File: src/rtl/hazard_pkg.sv
// Shared definitions for the pipeline hazard unit: opcodes, FSM states,
// hazard_type encodings and the per-opcode source-register decode.
package hazard_pkg;

  localparam logic [3:0] OP_ADD  = 4'b0000;
  localparam logic [3:0] OP_SUB  = 4'b0001;
  localparam logic [3:0] OP_AND  = 4'b0010;
  localparam logic [3:0] OP_OR   = 4'b0011;
  localparam logic [3:0] OP_ADDI = 4'b0100;
  localparam logic [3:0] OP_XOR  = 4'b0111;
  localparam logic [3:0] OP_LW   = 4'b1000;
  localparam logic [3:0] OP_SW   = 4'b1001;
  localparam logic [3:0] OP_LLI  = 4'b1010;
  localparam logic [3:0] OP_LHI  = 4'b1011;
  localparam logic [3:0] OP_B    = 4'b1100;
  localparam logic [3:0] OP_BR   = 4'b1101;
  localparam logic [3:0] OP_HLT  = 4'b1111;

  typedef enum logic [2:0] {
    IDLE    = 3'd0,
    CTRL    = 3'd1,
    RELEASE = 3'd2,
    DRAIN   = 3'd3,
    HALTED  = 3'd4
  } hz_state_e;

  localparam logic [1:0] HZ_NONE = 2'b00;
  localparam logic [1:0] HZ_LOAD = 2'b01;
  localparam logic [1:0] HZ_CTRL = 2'b10;
  localparam logic [1:0] HZ_HALT = 2'b11;

  typedef struct packed {
    logic rd;
    logic rs;
    logic rt;
  } src_use_t;

  // rd doubles as a source for the store-data and load-immediate-into-half forms.
  function automatic src_use_t src_use(input logic [3:0] op);
    src_use_t u;
    u.rs = (op <= OP_SW) || (op == OP_BR);
    u.rt = (op <= OP_OR) || (op == OP_XOR);
    u.rd = (op == OP_SW) || (op == OP_LLI) || (op == OP_LHI);
    return u;
  endfunction

endpackage

File: src/rtl/hazard_stall_ctr.sv
// Loadable down-counter holding the remaining stall count; decrements
// saturate at zero and zero_o flags an empty count.
module hazard_stall_ctr #(
  parameter int W = 3
) (
  input  logic         clk,
  input  logic         rst,
  input  logic         load_i,
  input  logic [W-1:0] load_val_i,
  input  logic         dec_i,
  output logic [W-1:0] count_o,
  output logic         zero_o
);

  logic [W-1:0] count_q, count_d;

  always_comb begin
    count_d = count_q;
    if (load_i) begin
      count_d = load_val_i;
    end else if (dec_i && (count_q != '0)) begin
      count_d = count_q - 1'b1;
    end
  end

  always_ff @(posedge clk or negedge rst) begin
    if (!rst) begin
      count_q <= '0;
    end else begin
      count_q <= count_d;
    end
  end

  assign count_o = count_q;
  assign zero_o  = (count_q == '0);

endmodule

File: src/rtl/hazard_unit_p.sv
// Load-use detection plus branch/halt stall sequencing for the 5-stage core.
// Define HAZARD_PERF_CNT_EN to add saturating load/control stall counters.
module hazard_unit_p
  import hazard_pkg::*;
#(
  parameter int INSTR_W    = 16,
  parameter int REG_AW     = 4,
  parameter int BR_PENALTY = 2,
  parameter int HLT_DRAIN  = 3
) (
  input  logic               clk,
  input  logic               rst,
  input  logic [INSTR_W-1:0] if_id_instr,
  input  logic               if_id_valid,
  input  logic [INSTR_W-1:0] id_ex_instr,
  input  logic               id_ex_memread,
  input  logic               id_ex_valid,
  output logic               stall,
  output logic               id_ex_bubble,
  output logic [1:0]         hazard_type,
  output logic [2:0]         cycle_number,
  output logic               halted,
`ifdef HAZARD_PERF_CNT_EN
  output logic [15:0]        load_stall_cnt,
  output logic [15:0]        ctrl_stall_cnt,
`endif
  output logic [2:0]         dbg_state
);

  localparam int BR_LOAD_I  = (BR_PENALTY > 0) ? BR_PENALTY - 1 : 0;
  localparam int HLT_LOAD_I = (HLT_DRAIN > 0) ? HLT_DRAIN - 1 : 0;
  localparam logic [2:0] BR_LOAD  = BR_LOAD_I[2:0];
  localparam logic [2:0] HLT_LOAD = HLT_LOAD_I[2:0];

  logic [3:0]        if_op;
  logic [REG_AW-1:0] if_rd, if_rs, if_rt, ex_rd;
  src_use_t          use_v;
  logic              load_use;
  logic              is_branch, is_halt;
  logic              unused_ex;

  assign if_op = if_id_instr[INSTR_W-1 -: 4];
  assign if_rd = if_id_instr[3*REG_AW-1 -: REG_AW];
  assign if_rs = if_id_instr[2*REG_AW-1 -: REG_AW];
  assign if_rt = if_id_instr[REG_AW-1:0];
  assign ex_rd = id_ex_instr[3*REG_AW-1 -: REG_AW];
  assign unused_ex = ^{id_ex_instr[INSTR_W-1:3*REG_AW], id_ex_instr[2*REG_AW-1:0]};

  assign use_v = src_use(if_op);

  assign load_use = if_id_valid & id_ex_valid & id_ex_memread & (ex_rd != '0) &
                    ((use_v.rd & (if_rd == ex_rd)) |
                     (use_v.rs & (if_rs == ex_rd)) |
                     (use_v.rt & (if_rt == ex_rd)));

  assign is_branch = if_id_valid & ((if_op == OP_B) | (if_op == OP_BR));
  assign is_halt   = if_id_valid & (if_op == OP_HLT);

  hz_state_e  state_q, state_d;
  logic       halted_q;
  logic       ctr_load, ctr_dec, ctr_zero;
  logic [2:0] ctr_val, ctr_count, cnt_rem;

  hazard_stall_ctr #(.W(3)) u_ctr (
    .clk        (clk),
    .rst        (rst),
    .load_i     (ctr_load),
    .load_val_i (ctr_val),
    .dec_i      (ctr_dec),
    .count_o    (ctr_count),
    .zero_o     (ctr_zero)
  );

  // The counter holds stall cycles left including the current one, so the
  // reported "remaining after this cycle" is one less.
  assign cnt_rem = ctr_zero ? 3'd0 : ctr_count - 3'd1;

  always_comb begin
    state_d      = state_q;
    stall        = 1'b0;
    hazard_type  = HZ_NONE;
    cycle_number = 3'd0;
    ctr_load     = 1'b0;
    ctr_val      = 3'd0;
    ctr_dec      = 1'b0;
    case (state_q)
      IDLE: begin
        if (load_use) begin
          stall       = 1'b1;
          hazard_type = HZ_LOAD;
        end else if (is_branch && (BR_PENALTY > 0)) begin
          stall        = 1'b1;
          hazard_type  = HZ_CTRL;
          ctr_load     = 1'b1;
          ctr_val      = BR_LOAD;
          cycle_number = BR_LOAD;
          state_d      = (BR_LOAD != 3'd0) ? CTRL : RELEASE;
        end else if (is_halt) begin
          stall        = 1'b1;
          hazard_type  = HZ_HALT;
          ctr_load     = 1'b1;
          ctr_val      = HLT_LOAD;
          cycle_number = HLT_LOAD;
          state_d      = (HLT_LOAD != 3'd0) ? DRAIN : HALTED;
        end
      end
      CTRL: begin
        stall        = 1'b1;
        hazard_type  = HZ_CTRL;
        ctr_dec      = 1'b1;
        cycle_number = cnt_rem;
        if (cnt_rem == 3'd0) state_d = RELEASE;
      end
      RELEASE: begin
        if (load_use) begin
          stall       = 1'b1;
          hazard_type = HZ_LOAD;
        end
        state_d = IDLE;
      end
      DRAIN: begin
        stall        = 1'b1;
        hazard_type  = HZ_HALT;
        ctr_dec      = 1'b1;
        cycle_number = cnt_rem;
        if (cnt_rem == 3'd0) state_d = HALTED;
      end
      HALTED: begin
        stall       = 1'b1;
        hazard_type = HZ_HALT;
      end
      default: state_d = IDLE;
    endcase
  end

  always_ff @(posedge clk or negedge rst) begin
    if (!rst) begin
      state_q  <= IDLE;
      halted_q <= 1'b0;
    end else begin
      state_q  <= state_d;
      halted_q <= (state_d == HALTED);
    end
  end

  assign id_ex_bubble = stall;
  assign halted       = halted_q;
  assign dbg_state    = state_q;

`ifdef HAZARD_PERF_CNT_EN
  logic [15:0] load_cnt_q, ctrl_cnt_q;
  logic        load_inc, ctrl_inc;

  // Halt drain counts as a control stall; the parked HALTED cycles do not.
  assign load_inc = stall & (hazard_type == HZ_LOAD);
  assign ctrl_inc = stall & (hazard_type != HZ_LOAD) & (state_q != HALTED);

  always_ff @(posedge clk or negedge rst) begin
    if (!rst) begin
      load_cnt_q <= 16'd0;
      ctrl_cnt_q <= 16'd0;
    end else begin
      if (load_inc && (load_cnt_q != 16'hFFFF)) load_cnt_q <= load_cnt_q + 16'd1;
      if (ctrl_inc && (ctrl_cnt_q != 16'hFFFF)) ctrl_cnt_q <= ctrl_cnt_q + 16'd1;
    end
  end

  assign load_stall_cnt = load_cnt_q;
  assign ctrl_stall_cnt = ctrl_cnt_q;
`endif

endmodule

File: config.mk
export PLATFORM = sky130hd
export DESIGN_NAME = hazard_unit_p
export DESIGN_NICKNAME = d
export VERILOG_FILES = /design/src/rtl/hazard_pkg.sv /design/src/rtl/hazard_stall_ctr.sv /design/src/rtl/hazard_unit_p.sv
export SDC_FILE = /design/constraint.sdc
export NUM_CORES = 1
export LEC_CHECK = 0
export CAP_MARGIN = 20
export CORE_ASPECT_RATIO = 1.4
export CORE_MARGIN = 8
export CORE_UTILIZATION = 30
export DETAILED_ROUTE_END_ITERATION = 8
export GPL_ROUTABILITY_DRIVEN = 0
export HOLD_SLACK_MARGIN = 0.02
export PLACE_DENSITY = 0.74
export SETUP_SLACK_MARGIN = 0.4
export SYNTH_ARGS = -nofsm -noshare
export SYNTH_HDL_FRONTEND = slang
export SYNTH_SLANG_ARGS = --single-unit
File: constraint.sdc
create_clock -name clk -period 3.22 [get_ports clk]
set_input_delay 0.966 -clock clk [delete_from_list [all_inputs] [get_ports clk]]
set_output_delay 0.966 -clock clk [all_outputs]
set_load 0.02 [all_outputs]
==> summary.md, run 1 <==
| Metric | Value |
|---|---|
| Run status | `finished with violations` |
| Failing checks | `negative setup slack` |
| CP required | `2250 ps` |
| Post-synth EDFFs | `0` |
| Initial antenna violation count | `0` |
| Register area share after synthesis | `0.2574` |
| Worst Path Max Fanout | `2` |
| Post-synth ARST share | `1.000` |
| Yosys cell types | `38` |
| Number of cells after detailed placement | `150` |
| Static leakage power | `0.6019 nW` |
| PD cells | `562.2 nW/µm²` |
| Fmax | `290.4 MHz` |
| Commonest cells after routing, fill and taps aside | `14 x buf_6, 11 x buf_4, 8 x inv_1` |
| Worst Skew | `0.7917 ps` |
| Post-Syn Area per Cell | `8.403 µm²` |
| Setup TNS | `-613.0 ps` |
| Nets | `175` |
| Tot GR Track Use | `0.1220` |
| Row Count | `20` |
| IO Pins | `48` |
| Clk slew on worst S/H paths | `50 ps` |
| Fin crit period | `3444 ps` |
| DRT iter0 DRCs | `15` |
| Ant. Diodes | `0` |
| Seq. cell area | `176.4 µm²` |
| Remaining DRCs | `0` |
| Setup CP Type | `in2out` |
| Clk_lat worst skew | `250 ps` |
| CP Capture Type | `output pin` |
| Inserted Clock Buffers | `3` |
| Commonest register cell after synthesis | `dfrtp_1` |
| Die area | `4071 µm²` |
| Final Slew Violations | `0` |
| Flops & latches, synth | `7` |
| Setup ws final | `-223.5 ps` |
| Crit path launch type | `input pin` |
| Area occupied by multi-input gates | `605.6 µm²` |
| Pin count of the biggest net entering global routing | `9` |
| Detail Route Antenna Nets | `0` |
| Global-route wire length before repair | `4.112 mm` |
| TritonCTS sink count | `7` |
| Worst EP arrival | `2480 ps` |
| Hold Crit Class | `reg2reg` |
| Vias | `850` |
| Slew headroom | `0.5896` |
| Initial DRT Pass Iterations | `4` |
| DRT Wirelength | `2.388 mm` |
| Congestion Overflow GR | `0` |
| H-tree Lvls | `1` |
| Vert. Die Dim | `72.36 µm` |
| Fill count | `190` |
| Core area | `2152 µm²` |
| Layout cells sized above 1 | `0.4593` |
| Die extent in x | `56.26 µm` |
| Unrepaired setup endpoints after global routing | `true` |
| Netlist Area Pre-Place | `680.7 µm²` |
| Via-to-Cell Ratio | `5.414` |
| Final Hold Viols | `0` |
| Number of max-cap violations | `0` |
| Synthesized Nets | `120` |
| Initial core utilization | `0.3163` |
| Gate Count Post-Synth | `81` |
| Synth-to-Final Area Change | `95.04%` |
| CTS tree | `built` |
| YS warnings | `0` |
| Hold bufs inserted after CTS | `0` |
| Hpwl dp | `1.894 mm` |
| Max IR drop VDD | `0.2690 mV` |
| Worst-Margin Slew | `609.1 ps` |
| Setup-failing EPs final | `5` |
| Tcrit/Tclk final | `1.069` |
| Vias in the first global route | `949` |
| Port Buffers | `35` |
| Finished Layout Cells | `157` |
| WL/cell | `15.21 µm` |
| Most common cell after layout, fill and taps aside | `buf_6` |
| CTS root buffer | `clkbuf_4` |
| CTS max path bufs | `2` |
## metal layers
metal  up-vias  share of wire  track usage
met5         -              0            0
met3         4          0.072      0.03839
met1       399           0.36       0.1140
met2        32           0.55       0.2287
met4         0          0.018      0.06434
li1        415              -            -
## cell type report
cell class | count | share of cell area
clock buffers | 4 | 0.01979
inverters | 8 | 0.02262
multi-input cells | 65 | 0.4562
flip-flops and latches | 7 | 0.1329
well taps | 22 | 0.02074
repair buffers | 51 | 0.3478
## Yosys cell counts, types with 2 or more instances
library cell,count,area (µm²)
a32o_1,2,20.02
a21oi_1,3,15.01
a211o_1,2,17.52
ha_1,2,25.02
xnor2_1,10,87.58
inv_1,8,30.03
nor2_1,6,22.52
xor2_1,3,26.28
nand4_1,3,18.77
dfrtp_1,7,175.2
o21ai_0,4,20.02
nand2_1,5,18.77
## per-stage QoR
stage,worst slack [ps],total power [mW],util,hold WS [ps],cell area (µm²)
3_3_place_gp,-1048,0.6378,0.5483,523.8,1180
3_5_place_dp,-1074,0.6515,0.5483,538.8,1180
5_1_grt,-269.8,0.8071,0.6169,579.8,1328
6_report,-223.5,0.7463,0.6169,542.2,1328
2_1_floorplan,-29.48,0.4516,-,507.9,711.9
4_1_cts,-234.0,0.7462,0.6110,550.5,1315
## sequential cells by signal, indices dropped and copies added (netlist names)
register,count
dbg_state,3
halted,1
u_ctr.count_o,3
## worst max-delay path: stages
cell and delay (ps):
buf_6 90, or4_4 530, nand4_4 100, nor3_4 50, or4_4 540, o21ai_4 70, buf_6 130
## worst paths after layout
check | from | slack, ps | to | cells after the start
worst max-delay path | id_ex_instr[11] | -220 | cycle_number[0] | 7
worst min-delay path | u_ctr.count_o[1] | 540 | u_ctr.count_o[1] | 1
worst max register to register | u_ctr.count_o[0] | 1320 | dbg_state[1] | 6
worst min register to register | u_ctr.count_o[1] | 540 | u_ctr.count_o[1] | 1
max in group asynchronous | rst | 1980 | u_ctr.count_o[0] | 1
min in group asynchronous | rst | 980 | dbg_state[1] | 1
## repair_timing
action                     CTS  global route
setup buffers                2             1
resized for setup          120             4
cloned                       0             0
setup endpoints to repair    7             7
pin swaps                   25             9
## power breakdown
part           switching (mW)  internal, mW  leakage (nW)
logic                   0.267         0.232         0.498
registers              0.0445         0.123        0.0888
clock network          0.0322        0.0473        0.0150
## cell families (layout without fill, tap and decap cells)
group	count (synthesis)	count (layout)	share of synthesized area
AOI/OAI and AO/OA	25	25	0.2721
DFF	7	7	0.2574
adders and majority gates	2	2	0.03676
buffers and inverters	9	63	0.05515
and+or+nand+nor	25	25	0.2114
xor gates and xnor gates	13	13	0.1673
Note: power is estimated with default switching activity, not from simulation.
==> inputs of run 2 (changes only) <==
--- a/config.mk
+++ b/config.mk
@@ -10,10 +10,11 @@
 export CORE_MARGIN = 8
 export CORE_UTILIZATION = 30
 export DETAILED_ROUTE_END_ITERATION = 8
-export GPL_ROUTABILITY_DRIVEN = 0
 export HOLD_SLACK_MARGIN = 0.02
 export PLACE_DENSITY = 0.74
 export SETUP_SLACK_MARGIN = 0.4
+export SLEW_MARGIN = 20
 export SYNTH_ARGS = -nofsm -noshare
 export SYNTH_HDL_FRONTEND = slang
 export SYNTH_SLANG_ARGS = --single-unit
+export TNS_END_PERCENT = 10
==> run 2 against run 1 <==
The flow still finishes with violations (negative setup slack). Clock skew up 6.9 ps. Critical path depth unchanged. Utilization down 5.8 points. Combinational power down 7.0%. Sequential power about the same. Clock power down 0.6%. Largest cell class unchanged.
==> summary.md, run 2 (synthesis results as in run 1) <==
| Metric | Value |
|---|---|
| Hpwl dp | `1.944 mm` |
| Die area | `4071 µm²` |
| Via-to-Cell Ratio | `5.206` |
| CTS tree | `built` |
| Tcrit/Tclk final | `1.067` |
| Vias in the first global route | `901` |
| Setup TNS | `-455.8 ps` |
| Failing checks | `negative setup slack` |
| Initial DRT Pass Iterations | `4` |
| Fin crit period | `3434 ps` |
| CTS max path bufs | `2` |
| IO Pins | `48` |
| RR Startpoint | `u_ctr.count_o[0]` |
| Most common cell after layout, fill and taps aside | `buf_4` |
| Congestion Overflow GR | `0` |
| DRT iter0 DRCs | `18` |
| Slew headroom | `0.6148` |
| CTS root buffer | `clkbuf_4` |
| Vert. Die Dim | `72.36 µm` |
| Hold bufs inserted after CTS | `0` |
| Hold path cells | `1` |
| Pre-CTS setup slack | `-1095 ps` |
| Unrepaired setup endpoints after global routing | `true` |
| R2R Setup Slk | `1350 ps` |
| Hold Crit Class | `reg2reg` |
| Crit path launch type | `input pin` |
| Worst EP arrival | `2470 ps` |
| Final Slew Violations | `0` |
| Global-route wire length before repair | `3.795 mm` |
| CP Capture Type | `output pin` |
| Worst-Margin Slew | `571.7 ps` |
| Remaining DRCs | `0` |
| DRT Wirelength | `2.197 mm` |
| Pin count of the biggest net entering global routing | `9` |
| Gpl congestion | `0.8237` |
| Number of max-cap violations | `0` |
| PD cells | `589.6 nW/µm²` |
| TritonCTS sink count | `7` |
| Clk slew on worst S/H paths | `50 ps` |
| Hold Path Origin | `u_ctr.count_o[1]` |
| Commonest cells after routing, fill and taps aside | `18 x buf_4, 14 x dlygate4sd2_1, 9 x xnor2_1` |
| WL/cell | `14.17 µm` |
| Setup CP Type | `in2out` |
| Tot GR Track Use | `0.1129` |
| Fmax | `291.2 MHz` |
| Ant. Diodes | `0` |
| Synth-to-Final Area Change | `76.84%` |
| Initial core utilization | `0.3163` |
| Detail Route Antenna Nets | `0` |
| Worst Path Max Fanout | `2` |
| Final core occ | `0.5593` |
| Run status | `finished with violations` |
| Clk_lat worst skew | `250 ps` |
| Max IR drop VDD | `0.3182 mV` |
| Min-Delay Endpoint | `u_ctr.count_o[1]` |
| R2R cell count | `6` |
| Initial antenna violation count | `0` |
| Layout cells sized above 1 | `0.3158` |
| Nets | `173` |
| Fill count | `212` |
| Inserted Clock Buffers | `3` |
| Die extent in x | `56.26 µm` |
| Setup-failing EPs final | `5` |
| H-tree Lvls | `1` |
| Static leakage power | `0.5702 nW` |
| Row Count | `20` |
| CP required | `2250 ps` |
| Setup ws final | `-214.2 ps` |
| Port Buffers | `35` |
| Worst Skew | `7.714 ps` |
| Core area | `2152 µm²` |
| Final Hold Viols | `0` |
| Vias | `807` |
| Reg-to-reg endpoint | `dbg_state[1]` |
[run 2: per-stage QoR]
stage / power [mW] / hold WS (ps) / cells / cell area [µm²]
after global routing: 0.7740 / 581.7 / 155 / 1204
after CTS: 0.7119 / 563.5 / 155 / 1191
after global placement: 0.6369 / 524.4 / 150 / 1180
after detailed placement: 0.6512 / 552.5 / 150 / 1180
final: 0.7097 / 552.7 / 155 / 1204
after floorplan: 0.4516 / 507.9 / 81 / 711.9
[run 2: how the worst max path moves through the flow]
stage,cells after the start,to,start
final,7,cycle_number[0],id_ex_instr[11]
after global routing,7,cycle_number[0],id_ex_instr[9]
after CTS,7,cycle_number[0],id_ex_instr[11]
after detailed placement,7,cycle_number[0],id_ex_instr[8]
after global placement,7,cycle_number[0],id_ex_instr[8]
after floorplan,5,cycle_number[0],id_ex_instr[8]
[run 2: what timing repair did]
item	CTS	global route
endpoints found under the hold margin	0	0
resized for setup	67	8
endpoints found under the setup margin	7	7
setup buffers	1	0
pin swaps	19	6
[run 2: area by class of cell]
type                       instances  area, µm²  area share
clock buffer                       4      26.28     0.02183
timing repair buffer              49      412.9      0.3430
sequential                         7      176.4      0.1466
inverter                           8      30.03     0.02495
multi-input combinational         65      530.5      0.4408
tap                               22      27.53     0.02287
[run 2: critical path, stage by stage]
cell	delay, ps
buf_6	90
or4_4	540
nand4_4	80
nor3_2	50
or4_4	540
o21ai_4	80
buf_6	130
[run 2: routing by layer]
metal	part of all wire	GRT usage	vias up
li1	-	-	406
met5	0	0	-
met1	0.36	0.1041	362
met4	0.012	0.05898	0
met3	0.10	0.04887	2
met2	0.52	0.2040	37
[run 2: where the power goes]
part | switching, mW | total, mW | internal [mW]
Sequential | 0.0437 | 0.167 | 0.123
Clock | 0.0317 | 0.0790 | 0.0473
Combinational | 0.252 | 0.464 | 0.212
Total | 0.327 | 0.710 | 0.383
